--- config.mk ---
export PLATFORM = sky130hd
export DESIGN_NAME = control_sequencer_flat
export DESIGN_NICKNAME = d
export VERILOG_FILES = /design/src/rtl/control_sequencer_if.sv /design/src/rtl/control_sequencer.sv /design/src/flat_wrapper.sv
export SDC_FILE = /design/constraint.sdc
export NUM_CORES = 1
export LEC_CHECK = 0
export CAP_MARGIN = 20
export CORE_MARGIN = 10
export CORE_UTILIZATION = 28
export DETAILED_ROUTE_END_ITERATION = 12
export GPL_TIMING_DRIVEN = 0
export PLACE_DENSITY_LB_ADDON = 0.05
export SLEW_MARGIN = 20
export SYNTH_ARGS = -nofsm -noshare
export SYNTH_HDL_FRONTEND = slang
export SYNTH_SLANG_ARGS = --single-unit
--- constraint.sdc ---
create_clock -name clock -period 1.65 [get_ports clock]
set_input_delay 0.165 -clock clock [delete_from_list [all_inputs] [get_ports clock]]
set_output_delay 0.165 -clock clock [all_outputs]
set_load 0.03 [all_outputs]
--- src/rtl/control_sequencer_if.sv ---
// Strobe and handshake bundle between the hardwired control sequencer and its datapath.
// The sequencer is the master: it drives every strobe and samples run, mem_rdy and ir.
interface control_sequencer_if #(
  parameter int OP_W  = 5,
  parameter int REG_W = 4
);
  logic             run;
  logic             mem_rdy;
  logic [31:0]      ir;

  logic             PCout, PCin, IncPC, MARin, Read, MDRin, MDRout, IRin, Yin;
  logic             ZLowIn, ZHighIn, Zlowout, Zhighout, HIin, LOin;
  logic             reg_out_en, reg_in_en;
  logic [REG_W-1:0] reg_sel;
  logic [OP_W-1:0]  opcode;
  logic             done, halted, fault;

  modport master (
    input  run, mem_rdy, ir,
    output PCout, PCin, IncPC, MARin, Read, MDRin, MDRout, IRin, Yin,
    output ZLowIn, ZHighIn, Zlowout, Zhighout, HIin, LOin,
    output reg_out_en, reg_in_en, reg_sel, opcode,
    output done, halted, fault
  );

  modport slave (
    output run, mem_rdy, ir,
    input  PCout, PCin, IncPC, MARin, Read, MDRin, MDRout, IRin, Yin,
    input  ZLowIn, ZHighIn, Zlowout, Zhighout, HIin, LOin,
    input  reg_out_en, reg_in_en, reg_sel, opcode,
    input  done, halted, fault
  );
endinterface

--- src/rtl/control_sequencer.sv ---
// Hardwired Moore control unit: fetch (T0-T2) then three-operand ALU or MUL/DIV
// execution (T3-T6), with sticky HALT and FAULT traps that only clear can leave.
module control_sequencer #(
  parameter int OP_W  = 5,
  parameter int REG_W = 4
) (
  input logic                 clock,
  input logic                 clear,
  control_sequencer_if.master bus
);

  localparam int RA_LSB = 32 - OP_W - REG_W;
  localparam int RB_LSB = RA_LSB - REG_W;
  localparam int RC_LSB = RB_LSB - REG_W;

  localparam logic [OP_W-1:0] OP_ADD  = OP_W'(5'b00011);
  localparam logic [OP_W-1:0] OP_SUB  = OP_W'(5'b00100);
  localparam logic [OP_W-1:0] OP_AND  = OP_W'(5'b00101);
  localparam logic [OP_W-1:0] OP_OR   = OP_W'(5'b00110);
  localparam logic [OP_W-1:0] OP_MUL  = OP_W'(5'b01111);
  localparam logic [OP_W-1:0] OP_DIV  = OP_W'(5'b10000);
  localparam logic [OP_W-1:0] OP_HALT = OP_W'(5'b11011);

  typedef enum logic [3:0] {
    ST_IDLE, ST_T0, ST_T1, ST_T2, ST_T3, ST_T4, ST_T5, ST_T6, ST_HALT, ST_FAULT
  } state_t;

  state_t           state;
  logic [OP_W-1:0]  op;
  logic [REG_W-1:0] ra, rb, rc;
  logic             is_alu, is_wide, is_halt;
  logic             unused_ir;

  assign op        = bus.ir[31 -: OP_W];
  assign ra        = bus.ir[RA_LSB +: REG_W];
  assign rb        = bus.ir[RB_LSB +: REG_W];
  assign rc        = bus.ir[RC_LSB +: REG_W];
  assign unused_ir = ^bus.ir[RC_LSB-1:0];

  assign is_alu  = (op == OP_ADD) || (op == OP_SUB) || (op == OP_AND) || (op == OP_OR);
  assign is_wide = (op == OP_MUL) || (op == OP_DIV);
  assign is_halt = (op == OP_HALT);

  // NOTE: state is sequential, so it takes non-blocking assignments only; clear is
  // sampled on the edge and overrides run/mem_rdy from every state.
  always_ff @(posedge clock) begin
    if (clear) begin
      state <= ST_IDLE;
    end else begin
      unique case (state)
        ST_IDLE:  if (bus.run) state <= ST_T0;
        ST_T0:    state <= ST_T1;
        ST_T1:    if (bus.mem_rdy) state <= ST_T2;
        ST_T2:    state <= ST_T3;
        ST_T3: begin
          if (is_alu || is_wide) state <= ST_T4;
          else if (is_halt)      state <= ST_HALT;
          else                   state <= ST_FAULT;
        end
        ST_T4:    state <= ST_T5;
        ST_T5: begin
          if (is_wide) state <= ST_T6;
          else         state <= bus.run ? ST_T0 : ST_IDLE;
        end
        ST_T6:    state <= bus.run ? ST_T0 : ST_IDLE;
        ST_HALT:  state <= ST_HALT;
        ST_FAULT: state <= ST_FAULT;
        default:  state <= ST_IDLE;
      endcase
    end
  end

  // Strobes decode from state plus the IR fields: IR is only loaded at the T2->T3
  // edge, so T3 outputs cannot be precomputed into registers a cycle early.
  // NOTE: every output gets a default before the case so no path infers a latch.
  always_comb begin
    bus.PCout      = 1'b0;
    bus.PCin       = 1'b0;
    bus.IncPC      = 1'b0;
    bus.MARin      = 1'b0;
    bus.Read       = 1'b0;
    bus.MDRin      = 1'b0;
    bus.MDRout     = 1'b0;
    bus.IRin       = 1'b0;
    bus.Yin        = 1'b0;
    bus.ZLowIn     = 1'b0;
    bus.ZHighIn    = 1'b0;
    bus.Zlowout    = 1'b0;
    bus.Zhighout   = 1'b0;
    bus.HIin       = 1'b0;
    bus.LOin       = 1'b0;
    bus.reg_out_en = 1'b0;
    bus.reg_in_en  = 1'b0;
    bus.reg_sel    = '0;
    bus.opcode     = '0;
    bus.done       = 1'b0;
    bus.halted     = 1'b0;
    bus.fault      = 1'b0;

    unique case (state)
      ST_T0: begin
        bus.PCout = 1'b1;
        bus.MARin = 1'b1;
        bus.IncPC = 1'b1;
        bus.PCin  = 1'b1;
      end
      ST_T1: begin
        bus.Read  = 1'b1;
        bus.MDRin = 1'b1;
      end
      ST_T2: begin
        bus.MDRout = 1'b1;
        bus.IRin   = 1'b1;
      end
      ST_T3: begin
        if (is_alu || is_wide) begin
          bus.reg_out_en = 1'b1;
          bus.reg_sel    = rb;
          bus.Yin        = 1'b1;
        end
      end
      ST_T4: begin
        bus.reg_out_en = 1'b1;
        bus.reg_sel    = rc;
        bus.opcode     = op;
        bus.ZLowIn     = 1'b1;
        bus.ZHighIn    = 1'b1;
      end
      ST_T5: begin
        bus.Zlowout = 1'b1;
        if (is_wide) begin
          bus.LOin = 1'b1;
        end else begin
          bus.reg_in_en = 1'b1;
          bus.reg_sel   = ra;
          bus.done      = 1'b1;
        end
      end
      ST_T6: begin
        bus.Zhighout = 1'b1;
        bus.HIin     = 1'b1;
        bus.done     = 1'b1;
      end
      ST_HALT:  bus.halted = 1'b1;
      ST_FAULT: bus.fault  = 1'b1;
      default:  ;
    endcase
  end

endmodule

--- src/flat_wrapper.sv ---
// flat-port wrapper written by rule: the top's interface ports become plain ports
module control_sequencer_flat 
#(
  parameter int OP_W  = 5,
  parameter int REG_W = 4
)
  (clock, clear, bus_run, bus_mem_rdy, bus_ir, bus_PCout, bus_PCin, bus_IncPC, bus_MARin, bus_Read, bus_MDRin, bus_MDRout, bus_IRin, bus_Yin, bus_ZLowIn, bus_ZHighIn, bus_Zlowout, bus_Zhighout, bus_HIin, bus_LOin, bus_reg_out_en, bus_reg_in_en, bus_reg_sel, bus_opcode, bus_done, bus_halted, bus_fault);
  control_sequencer_if #(.OP_W(OP_W), .REG_W(REG_W)) bus_i ();
  input logic clock;
  input logic clear;
  input wire logic [$bits(bus_i.run)-1:0] bus_run;
  input wire logic [$bits(bus_i.mem_rdy)-1:0] bus_mem_rdy;
  input wire logic [$bits(bus_i.ir)-1:0] bus_ir;
  output wire logic [$bits(bus_i.PCout)-1:0] bus_PCout;
  output wire logic [$bits(bus_i.PCin)-1:0] bus_PCin;
  output wire logic [$bits(bus_i.IncPC)-1:0] bus_IncPC;
  output wire logic [$bits(bus_i.MARin)-1:0] bus_MARin;
  output wire logic [$bits(bus_i.Read)-1:0] bus_Read;
  output wire logic [$bits(bus_i.MDRin)-1:0] bus_MDRin;
  output wire logic [$bits(bus_i.MDRout)-1:0] bus_MDRout;
  output wire logic [$bits(bus_i.IRin)-1:0] bus_IRin;
  output wire logic [$bits(bus_i.Yin)-1:0] bus_Yin;
  output wire logic [$bits(bus_i.ZLowIn)-1:0] bus_ZLowIn;
  output wire logic [$bits(bus_i.ZHighIn)-1:0] bus_ZHighIn;
  output wire logic [$bits(bus_i.Zlowout)-1:0] bus_Zlowout;
  output wire logic [$bits(bus_i.Zhighout)-1:0] bus_Zhighout;
  output wire logic [$bits(bus_i.HIin)-1:0] bus_HIin;
  output wire logic [$bits(bus_i.LOin)-1:0] bus_LOin;
  output wire logic [$bits(bus_i.reg_out_en)-1:0] bus_reg_out_en;
  output wire logic [$bits(bus_i.reg_in_en)-1:0] bus_reg_in_en;
  output wire logic [$bits(bus_i.reg_sel)-1:0] bus_reg_sel;
  output wire logic [$bits(bus_i.opcode)-1:0] bus_opcode;
  output wire logic [$bits(bus_i.done)-1:0] bus_done;
  output wire logic [$bits(bus_i.halted)-1:0] bus_halted;
  output wire logic [$bits(bus_i.fault)-1:0] bus_fault;
  assign bus_i.run = bus_run;
  assign bus_i.mem_rdy = bus_mem_rdy;
  assign bus_i.ir = bus_ir;
  assign bus_PCout = bus_i.PCout;
  assign bus_PCin = bus_i.PCin;
  assign bus_IncPC = bus_i.IncPC;
  assign bus_MARin = bus_i.MARin;
  assign bus_Read = bus_i.Read;
  assign bus_MDRin = bus_i.MDRin;
  assign bus_MDRout = bus_i.MDRout;
  assign bus_IRin = bus_i.IRin;
  assign bus_Yin = bus_i.Yin;
  assign bus_ZLowIn = bus_i.ZLowIn;
  assign bus_ZHighIn = bus_i.ZHighIn;
  assign bus_Zlowout = bus_i.Zlowout;
  assign bus_Zhighout = bus_i.Zhighout;
  assign bus_HIin = bus_i.HIin;
  assign bus_LOin = bus_i.LOin;
  assign bus_reg_out_en = bus_i.reg_out_en;
  assign bus_reg_in_en = bus_i.reg_in_en;
  assign bus_reg_sel = bus_i.reg_sel;
  assign bus_opcode = bus_i.opcode;
  assign bus_done = bus_i.done;
  assign bus_halted = bus_i.halted;
  assign bus_fault = bus_i.fault;
  control_sequencer #(.OP_W(OP_W), .REG_W(REG_W)) u_core (.clock(clock), .clear(clear), .bus(bus_i));
endmodule
==> summary.txt <==
GRT
  – Global-route wire length before repair: 3480 um
  – Vias in the first global route: 720
  – GRT overflow: 0
  – Initial antenna violation count: 0
  – Largest net degree at the start of global routing: 12
  – All-Layer GR Usage: 0.0964

Clock tree
  – Clock latency on the worst-skew pair: 0.24 ns
  – H-Tree Level Count: 1
  – CTS Buf Count: 3
  – Clock Pin Slew Worst Setup and Hold Paths: 0.04 ns
  – CTS root buffer: clkbuf_4
  – Hold buffer count at CTS: 0
  – CTS tree: yes
  – Clock Tree Buf Depth: 2
  – Clock Sinks: 4

Floorplan
  – Die width: 66.1 um
  – Io pins: 65
  – Core Region: 2000 um2
  – Die span in y: 66.1 um
  – Num rows: 16
  – Initial cell density of the core: 0.297
  – Die Area: 4370 um2

Yosys
  – Dominant synthesized flop cell: dfxtp_1
  – Sequential fraction of the synthesis area: 0.134
  – Asr flop ratio synth: 0
  – Synth top cells by count: and2_1 (10), buf_4 (7), nand2b_1 (6), nor3_1 (6), nor2_1 (5)
  – Post-Syn Nets: 117
  – Synth area leaders: dfxtp_1 (13%), and2_1 (11%), buf_4 (8.8%), a221o_1 (6.7%), nand2b_1 (6.3%)
  – Post-synthesis register bit count: 4
  – Post-Syn Instances: 81
  – Leading area contributor after synthesis: dfxtp_1
  – Yosys warnings: 0
  – Share of the synthesized area in the top cell type: 0.134
  – Post-Syn Area: 596 um2
  – Synth unique cells: 35
  – Post-synth EDFFs: 0
  – Top-count cell post-synth: and2_1
  – Avg Cell Area, Syn: 7.35 um2

Critical path
  – Largest stage delay on the critical path: 0.55 ns
  – Worst-path maximum fanout: 5
  – Slowest CP cell: or4b_4
  – Startpoint Class: input pin
  – WP data required: 1.48 ns
  – Crit. End Element: output port
  – Critical path class: input pin to output port
  – Reg2reg start: u_core.state[2]$_SDFFE_PP0P_
  – Worst path cell trace: buf_6 -> or4b_4 -> o22ai_4 -> nor2_4 -> a221o_2 -> buf_6
  – Worst path arrival time: 1.63 ns
  – CP most frequent cell: buf_6
  – Worst path bufs/invs: 2
  – Family with the most delay on the worst path: simple AND/OR/NAND/NOR gates
  – R2R depth: 5
  – RR Endpoint: u_core.state[0]$_SDFFE_PP0P_
  – R2R Setup Slk: 0.25 ns

Power
  – LEAKAGE: 0.535 nW
  – Ratio of total power to cell area: 521 nW/um2
  – Worst vdd ir: 0.428 mV

Routing
  – Final WL: 2380 um
  – Vias per cell: 4.75
  – Via count: 783
  – DR WL/cell: 14.4 um
  – Initial drt markers: 8
  – Pre-antenna DRT Iters: 4
  – Antenna Nets Post-Route: 0
  – # DRC: 0

Final layout
  – Design area: 1190 um2
  – Layout area overhead: 99.4%
  – Max reg flops: 4
  – Filler instances: 207
  – Fin cells: 165
  – Fin nets: 176
  – Layout cell share with drive strength beyond 1: 0.500
  – Biggest regs: u_core.state x4
  – Ant diodes: 0
  – Most flop-heavy register: u_core.state

Timing
  – RSZ-0062 raised after global routing: true
  – Setup ws final: -0.148 ns
  – Layout Skew: 0.00667 ns
  – Post-layout min period: 1.80 ns
  – Max Clk Rate: 0.556 GHz
  – Max-slew violation count: 0
  – Slew @ Worst Pin: 0.302 ns
  – Relative slew slack: 0.800
  – Final Cycle Share: 1.09
  – Hold_ws: 0.405 ns
  – Hold Vio Cnt, Final: 0
  – Final setup viols: 6

Outcome
  – Status: complete, but fails checks
  – Failing checks: setup timing

Placement
  – Routability Congestion: 0.805
  – Post-DP HPWL: 1870 um
  – Placed Cells: 157
  – Placed Area: 1140 um2
  – Buffers on Ports: 49

Hold path
  – Min-delay src: bus_ir[31]
  – Worst hold path type: input pin to register
  – Hold Path Stages: 3
  – Hold Crit Endpoint: u_core.state[3]$_SDFFE_PP0P_

Job
  – Max_cap viols: 0
## what timing repair did
item,CTS,global route
endpoints found under the setup margin,32,29
pin swaps,8,7
buffers inserted,2,3
endpoints found under the hold margin,0,0
resized for setup,157,35
## how the worst max path moves through the flow
| stage | start | endpoint | slack (ns) | cells past startpoint |
|---|---|---|---|---|
| global placement | bus_ir[31] | bus_reg_sel[2] | -1.09 | 6 |
| detailed placement | bus_ir[31] | bus_reg_sel[2] | -1.11 | 6 |
| global route | bus_ir[27] | bus_reg_sel[2] | -0.19 | 6 |
| CTS | bus_ir[27] | bus_reg_sel[2] | -0.20 | 6 |
| finish | bus_ir[27] | bus_reg_sel[2] | -0.15 | 6 |
| floorplan | bus_ir[28] | bus_reg_out_en | -0.10 | 4 |
## logic make-up (layout without fill, tap and decap cells)
family / Yosys count / after routing / synth area share
AO/OA/AOI/OAI: 19 / 19 / 0.286
XOR/XNOR: 1 / 1 / 0.0147
AND/OR/NAND/NOR: 41 / 41 / 0.408
buffers and inverters: 15 / 72 / 0.141
flip-flops: 4 / 4 / 0.134
multiplexers: 1 / 1 / 0.0168
## metal layers
metal | vias up | GRT usage | part of all wire
li1 | 404 | - | -
met1 | 343 | 0.114 | 0.44
met2 | 32 | 0.157 | 0.47
met3 | 4 | 0.0237 | 0.071
met4 | 0 | 0.0471 | 0.017
met5 | - | 0 | 0
## metrics by stage
step	TNS (ns)	util	total power, mW	setup WS [ns]
global placement	-13.90	0.570	0.485	-1.09
floorplan	-0.521	-	0.337	-0.104
global route	-1.19	0.593	0.659	-0.193
finish	-0.765	0.593	0.619	-0.148
CTS	-0.983	0.593	0.611	-0.205
detailed placement	-14.15	0.570	0.489	-1.11
## final cells by class
| class | instances | area (um2) | share of cell area |
|---|---|---|---|
| multi-input combinational | 62 | 487 | 0.410 |
| timing repair buffer | 54 | 467 | 0.393 |
| sequential | 4 | 81.3 | 0.0685 |
| buffer | 11 | 81.3 | 0.0685 |
| tap | 27 | 33.8 | 0.0285 |
| clock buffer | 3 | 22.5 | 0.0190 |
| inverter | 4 | 15.0 | 0.0126 |
## report_power, final
group / leakage [nW] / switching (mW) / internal, mW / total (mW)
Combinational: 0.488 / 0.193 / 0.174 / 0.368
Clock: 0.0138 / 0.0457 / 0.0817 / 0.127
Sequential: 0.0330 / 0.0139 / 0.109 / 0.123
Total: 0.535 / 0.253 / 0.365 / 0.619
## placed cells by master (no fill, tap or decap), drive strengths merged, types with 3 or more instances in the layout
master | synthesis | routed
a221o | 4 | 4
and2 | 10 | 10
buf | 8 | 41
clkbuf | 3 | 8
clkdlybuf4s15 | 0 | 4
clkdlybuf4s50 | 0 | 15
dfxtp | 4 | 4
inv | 4 | 4
nand2b | 6 | 6
nor2 | 6 | 6
nor3 | 6 | 6
or2 | 3 | 3
## worst min-delay path: stages
cell and delay [ns]:
buf_4 0.13, o2111ai_1 0.22, a211oi_1 0.07
No activity file was read; power rests on OpenSTA's default activity.
